--- config.mk ---
export PLATFORM = sky130hd
export DESIGN_NAME = down_timer_flat
export DESIGN_NICKNAME = d
export VERILOG_FILES = /design/src/rtl/down_timer_if.sv /design/src/rtl/down_timer.sv /design/src/flat_wrapper.sv
export SDC_FILE = /design/constraint.sdc
export NUM_CORES = 1
export LEC_CHECK = 0
export CAP_MARGIN = 0
export CORE_ASPECT_RATIO = 0.8
export CORE_MARGIN = 5
export CORE_UTILIZATION = 48
export CTS_CLUSTER_DIAMETER = 80
export DETAILED_ROUTE_END_ITERATION = 6
export PLACE_DENSITY = 0.76
export SLEW_MARGIN = 40
export SYNTH_ARGS = -nofsm -noshare
export SYNTH_HDL_FRONTEND = slang
export SYNTH_SLANG_ARGS = --single-unit
--- constraint.sdc ---
create_clock -name clk -period 2.02 [get_ports clk]
set_input_delay 0.404 -clock clk [delete_from_list [all_inputs] [get_ports clk]]
set_output_delay 0.404 -clock clk [all_outputs]
set_load 0.05 [all_outputs]
--- src/rtl/down_timer_if.sv ---
// down_timer_if: control inputs and status outputs of the down_timer block
interface down_timer_if #(parameter int WIDTH = 8);
   logic             EN;
   logic             CLR;
   logic             LOAD;
   logic             AUTO_RELOAD;
   logic [WIDTH-1:0] load_value;
   logic [WIDTH-1:0] counter;
   logic             UF;
   logic             busy;
   logic             done;
   modport master (output EN, CLR, LOAD, AUTO_RELOAD, load_value, input counter, UF, busy, done);
   modport slave (input EN, CLR, LOAD, AUTO_RELOAD, load_value, output counter, UF, busy, done);
endinterface

--- src/rtl/down_timer.sv ---
// down_timer: loadable down counter with one-shot/periodic modes, pause and underflow pulse
module down_timer #(parameter int WIDTH = 8) (
   input logic        clk,
   input logic        Reset,
   down_timer_if.slave bus
);
   typedef enum logic [1:0] {IDLE, RUN, HOLD, DONE} state_t;
   state_t           state;
   logic [WIDTH-1:0] reload;
   always_ff @(posedge clk) begin
      if (!Reset) begin
         state       <= IDLE;
         reload      <= '0;
         bus.counter <= '0;
         bus.UF      <= 1'b0;
         bus.busy    <= 1'b0;
         bus.done    <= 1'b0;
      end else if (bus.CLR) begin
         state       <= IDLE;
         bus.counter <= '0;
         bus.UF      <= 1'b0;
         bus.busy    <= 1'b0;
         bus.done    <= 1'b0;
      end else if (bus.LOAD) begin
         state       <= (bus.load_value != '0) ? RUN : DONE;
         reload      <= bus.load_value;
         bus.counter <= bus.load_value;
         bus.UF      <= 1'b0;
         bus.busy    <= bus.load_value != '0;
         bus.done    <= bus.load_value == '0;
      end else begin
         bus.UF <= 1'b0;
         if (state == RUN || state == HOLD) begin
            if (!bus.EN) begin
               state <= HOLD;
            end else if (bus.counter != WIDTH'(1)) begin
               state       <= RUN;
               bus.counter <= bus.counter - WIDTH'(1);
            end else begin
               // terminal decrement: AUTO_RELOAD only matters on this cycle
               bus.UF      <= 1'b1;
               state       <= bus.AUTO_RELOAD ? RUN : DONE;
               bus.counter <= bus.AUTO_RELOAD ? reload : '0;
               bus.busy    <= bus.AUTO_RELOAD;
               bus.done    <= !bus.AUTO_RELOAD;
            end
         end
      end
   end
endmodule

--- src/flat_wrapper.sv ---
// flat-port wrapper written by rule: the top's interface ports become plain ports
module down_timer_flat 
#(parameter int WIDTH = 8)
  (clk, Reset, bus_EN, bus_CLR, bus_LOAD, bus_AUTO_RELOAD, bus_load_value, bus_counter, bus_UF, bus_busy, bus_done);
  down_timer_if #(.WIDTH(WIDTH)) bus_i ();
  input logic clk;
  input logic Reset;
  input wire logic [$bits(bus_i.EN)-1:0] bus_EN;
  input wire logic [$bits(bus_i.CLR)-1:0] bus_CLR;
  input wire logic [$bits(bus_i.LOAD)-1:0] bus_LOAD;
  input wire logic [$bits(bus_i.AUTO_RELOAD)-1:0] bus_AUTO_RELOAD;
  input wire logic [$bits(bus_i.load_value)-1:0] bus_load_value;
  output wire logic [$bits(bus_i.counter)-1:0] bus_counter;
  output wire logic [$bits(bus_i.UF)-1:0] bus_UF;
  output wire logic [$bits(bus_i.busy)-1:0] bus_busy;
  output wire logic [$bits(bus_i.done)-1:0] bus_done;
  assign bus_i.EN = bus_EN;
  assign bus_i.CLR = bus_CLR;
  assign bus_i.LOAD = bus_LOAD;
  assign bus_i.AUTO_RELOAD = bus_AUTO_RELOAD;
  assign bus_i.load_value = bus_load_value;
  assign bus_counter = bus_i.counter;
  assign bus_UF = bus_i.UF;
  assign bus_busy = bus_i.busy;
  assign bus_done = bus_i.done;
  down_timer #(.WIDTH(WIDTH)) u_core (.clk(clk), .Reset(Reset), .bus(bus_i));
endmodule
==> flow_summary.toml <==
[sta]
slew_viol_final = 0
setup_viol = 0
tightest_slew_ns = 0.5005
slew_headroom = 0.6658
max_clock_freq_mhz = 520.9
fin_crit_sh = 0.9504
rsz0062_at_grt = "false"
fin_crit_ns = 1.920
finClkSkew_ns = 0.004202
hold_violations = 0
fin_ws_ns = 0.1002

[worst_setup_path]
critPathBufInv = 1
reg2reg_depth = 7
cp-end-kind = "primary output"
r2r_slack_ns = 0.22
start_kind = "register"
crit_cells = 1
worst_path_largest_cell_delay_ns = 0.82
r2r_end = "u_core.bus.counter[6]$_SDFFE_PP0P_"
cp_cell_sequence = "clkdlybuf4s50_1"
reg2reg_from = "u_core.bus.counter[1]$_SDFFE_PP0P_"
cp.arrival_ns = 1.52
critPathSlowestCell = "clkdlybuf4s50_1"
critical_path.top_delay_family = "buffers and inverters"
required_ns = 1.62
crit_path_max_fanout = 6
path_class = "register to primary output"

[placed_design]
io_buffers = 24
place_area_mm2 = 0.001506
gp_routability_congestion = 0.8699
dp.cells = 188
hpwl_mm = 2.262
place_ws_ns = -0.05709

[power]
finalPower_uw = 887.5
p_comb_frac = 0.259
intPower_uw = 618.8
clockPowerShare = 0.231
power_density_mw_per_mm2 = 576.2
ir_drop_mv = 0.5012
seq_power_share = 0.510
leakage_uw = 0.0006200
swShare = 0.3028
p_sw_uw = 268.7

[global_route]
grt_max_degree = 14
antenna_found_initial = 0
grt_pass1_wl_mm = 4.836
grt_pass1_vias = 1078
gr-total-overflow = 0
grtUsageTotal = 0.1808

[synthesis]
synth_edf_count = 0
synth_cell_types = 43
yosysMostFrequentCell = "dfxtp_1"
syn_nets = 144
syn_area_mm2 = 0.001162
async_flop_share = 0
synth_top_family_by_area = "simple AND/OR/NAND/NOR gates"
synthMuxAreaShare = 0.08611
synth_adder_area_share = 0.02153
synth_xor_area_frac = 0.02906
synth-simple-area-share = 0.2616
netlist.area_leader.share = 0.3617
avgSynthCellArea_um2 = 9.081
synthTopCellsByArea = "dfxtp_1 36%, mux2i_1 8.6%, nor2b_1 4.8%, a21oi_1 4.7%, nand2b_1 3.8%"
synth_seq_cells = 21
yosys.area.top_type = "dfxtp_1"
syn_inst = 128
synth.yosys.seq_area_share = 0.3617
yosys-top-cells-count = "21 x dfxtp_1, 11 x a21oi_1, 10 x mux2i_1, 9 x nor2b_1, 7 x nand2b_1"
synth-compound-area-share = 0.2056
synth_flop_cell = "dfxtp_1"
ys_warn_count = 0

[cts]
path_clk_slew_ns = 0.12
clk_path_buf_depth = 2
clk_latency_ns = 0.30
clk_root_buffer_cell = "clkbuf_4"
h-tree-depth = 1
cts_buffers = 3
postCtsSetupBuffers = 0
cts.sinks = 21
tritoncts = "built"

[floorplanning]
ios = 25
fp.dieH_um = 54.02
start_util = 0.4879
core_region_area_mm2 = 0.002382
die_w_um = 65.02
die_area_mm2 = 0.003512
num_rows = 16

[layout]
n_fill_cell = 214
fin_cells = 192
n_antenna_cell = 0
final_util = 0.6465
fin_nets = 182
drive_gt1_frac = 0.1879
final_area_mm2 = 0.001540
syn_to_final_growth_pct = 32.51

[detailed_routing]
wirelength_mm = 2.905
drt_first_iter_violations = 52
post_drt_wl_per_cell_um = 15.13
drcViolationCount = 0
first_pass_iters = 4
via_count = 1121
drt-vias-per-instance = 5.839
ant_nets = 0

[min_path]
whs_path_depth = 2
min_to = "u_core.bus.busy$_SDFFE_PP0P_"
hold_class = "register to register"
hp-start = "u_core.bus.busy$_SDFFE_PP0P_"

[outcome]
status = "finished, final reports clean"

[job]
max-cap-violations = 0
power groups by stage:
| stage | Sequential, uW | Clock, uW | Combinational (uW) |
|---|---|---|---|
| 2_1_floorplan | 489 | 0 | 106 |
| 3_3_place_gp | 460 | 0 | 226 |
| 3_5_place_dp | 461 | 0 | 228 |
| 4_1_cts | 452 | 214 | 229 |
| 5_1_grt | 455 | 228 | 249 |
| 6_report | 453 | 205 | 230 |
metal layers:
metal	wire length [um]	track usage	vias up	share of wire
li1	-	-	557	-
met1	1319	0.2312	505	0.45
met2	1246	0.2988	55	0.43
met3	304	0.04175	4	0.10
met4	35	0.07241	0	0.012
met5	0	0	-	0
worst min-delay path: cells and delay by family (launching register included):
family,cells,cell delay [ns]
AOI/OAI and AO/OA,1,0.06
and+or+nand+nor,1,0.05
DFF,1,0.33
per-stage QoR:
step / hold slack [ns] / TNS, ns
after global placement: 0.4450 / -0.03409
final: 0.4701 / 0
after global routing: 0.4984 / 0
after floorplan: 0.4350 / 0
after CTS: 0.4744 / 0
after detailed placement: 0.4569 / -0.1128
worst max path at each step:
stage	from	to	slack (ns)
2_1_floorplan	u_core.bus.counter[0]$_SDFFE_PP0P_	u_core.bus.done$_SDFFE_PP0P_	0.08
3_3_place_gp	bus_load_value[1]	u_core.bus.done$_SDFFE_PP0P_	-0.03
3_5_place_dp	bus_load_value[1]	u_core.bus.done$_SDFFE_PP0P_	-0.06
4_1_cts	u_core.bus.counter[7]$_SDFFE_PP0P_	bus_counter[7]	0.07
5_1_grt	u_core.bus.counter[1]$_SDFFE_PP0P_	bus_counter[1]	0.04
6_report	u_core.bus.counter[1]$_SDFFE_PP0P_	bus_counter[1]	0.10
cell usage in the layout (no fill, tap or decap), types with 2 or more instances in the layout:
cell type         n
inv_1             3
nand2b_1          7
and3_1            2
buf_4            19
o31ai_1           2
mux2i_1          10
o21ai_0           2
ha_1              2
or4_1             2
nand4_1           4
or3_1             2
nor3_1            3
clkbuf_4          3
a311oi_1          3
dfxtp_1          19
nand2_1           6
clkdlybuf4s50_1  17
dfxtp_2           2
o311ai_0          4
nor4_1            2
a21oi_1          11
nor2b_1           9
a31oi_1           4
nor2_1            4
cell type report:
class                   count  area (um^2)  share of cell area
clock buffers               4        26.28             0.01706
inverters                   4        15.01            0.009748
multi-input cells          98        708.2              0.4598
flip-flops and latches     21        422.9              0.2746
well taps                  27        33.78             0.02193
repair buffers             38        334.1              0.2169
what timing repair did:
| item | in CTS | in global routing |
|---|---|---|
| resized for setup | 1 | 2 |
| hold buffers | 0 | 0 |
| endpoints found under the setup margin | 1 | 1 |
sequential cells by signal (all words and copies together), names as in the netlist:
| name | cells |
|---|---|
| u_core.bus.UF | 1 |
| u_core.bus.busy | 1 |
| u_core.bus.counter | 8 |
| u_core.bus.done | 1 |
| u_core.reload | 8 |
| u_core.state | 2 |
cells by family (layout without fill, tap and decap cells):
group,Yosys count,after routing
AOI/OAI and AO/OA,34,34
xor gates and xnor gates,3,3
adders and majority gates,2,2
buffers and inverters,9,46
DFF,21,21
muxes,10,10
and+or+nand+nor,49,49
Note: power is estimated with default switching activity, not from simulation.
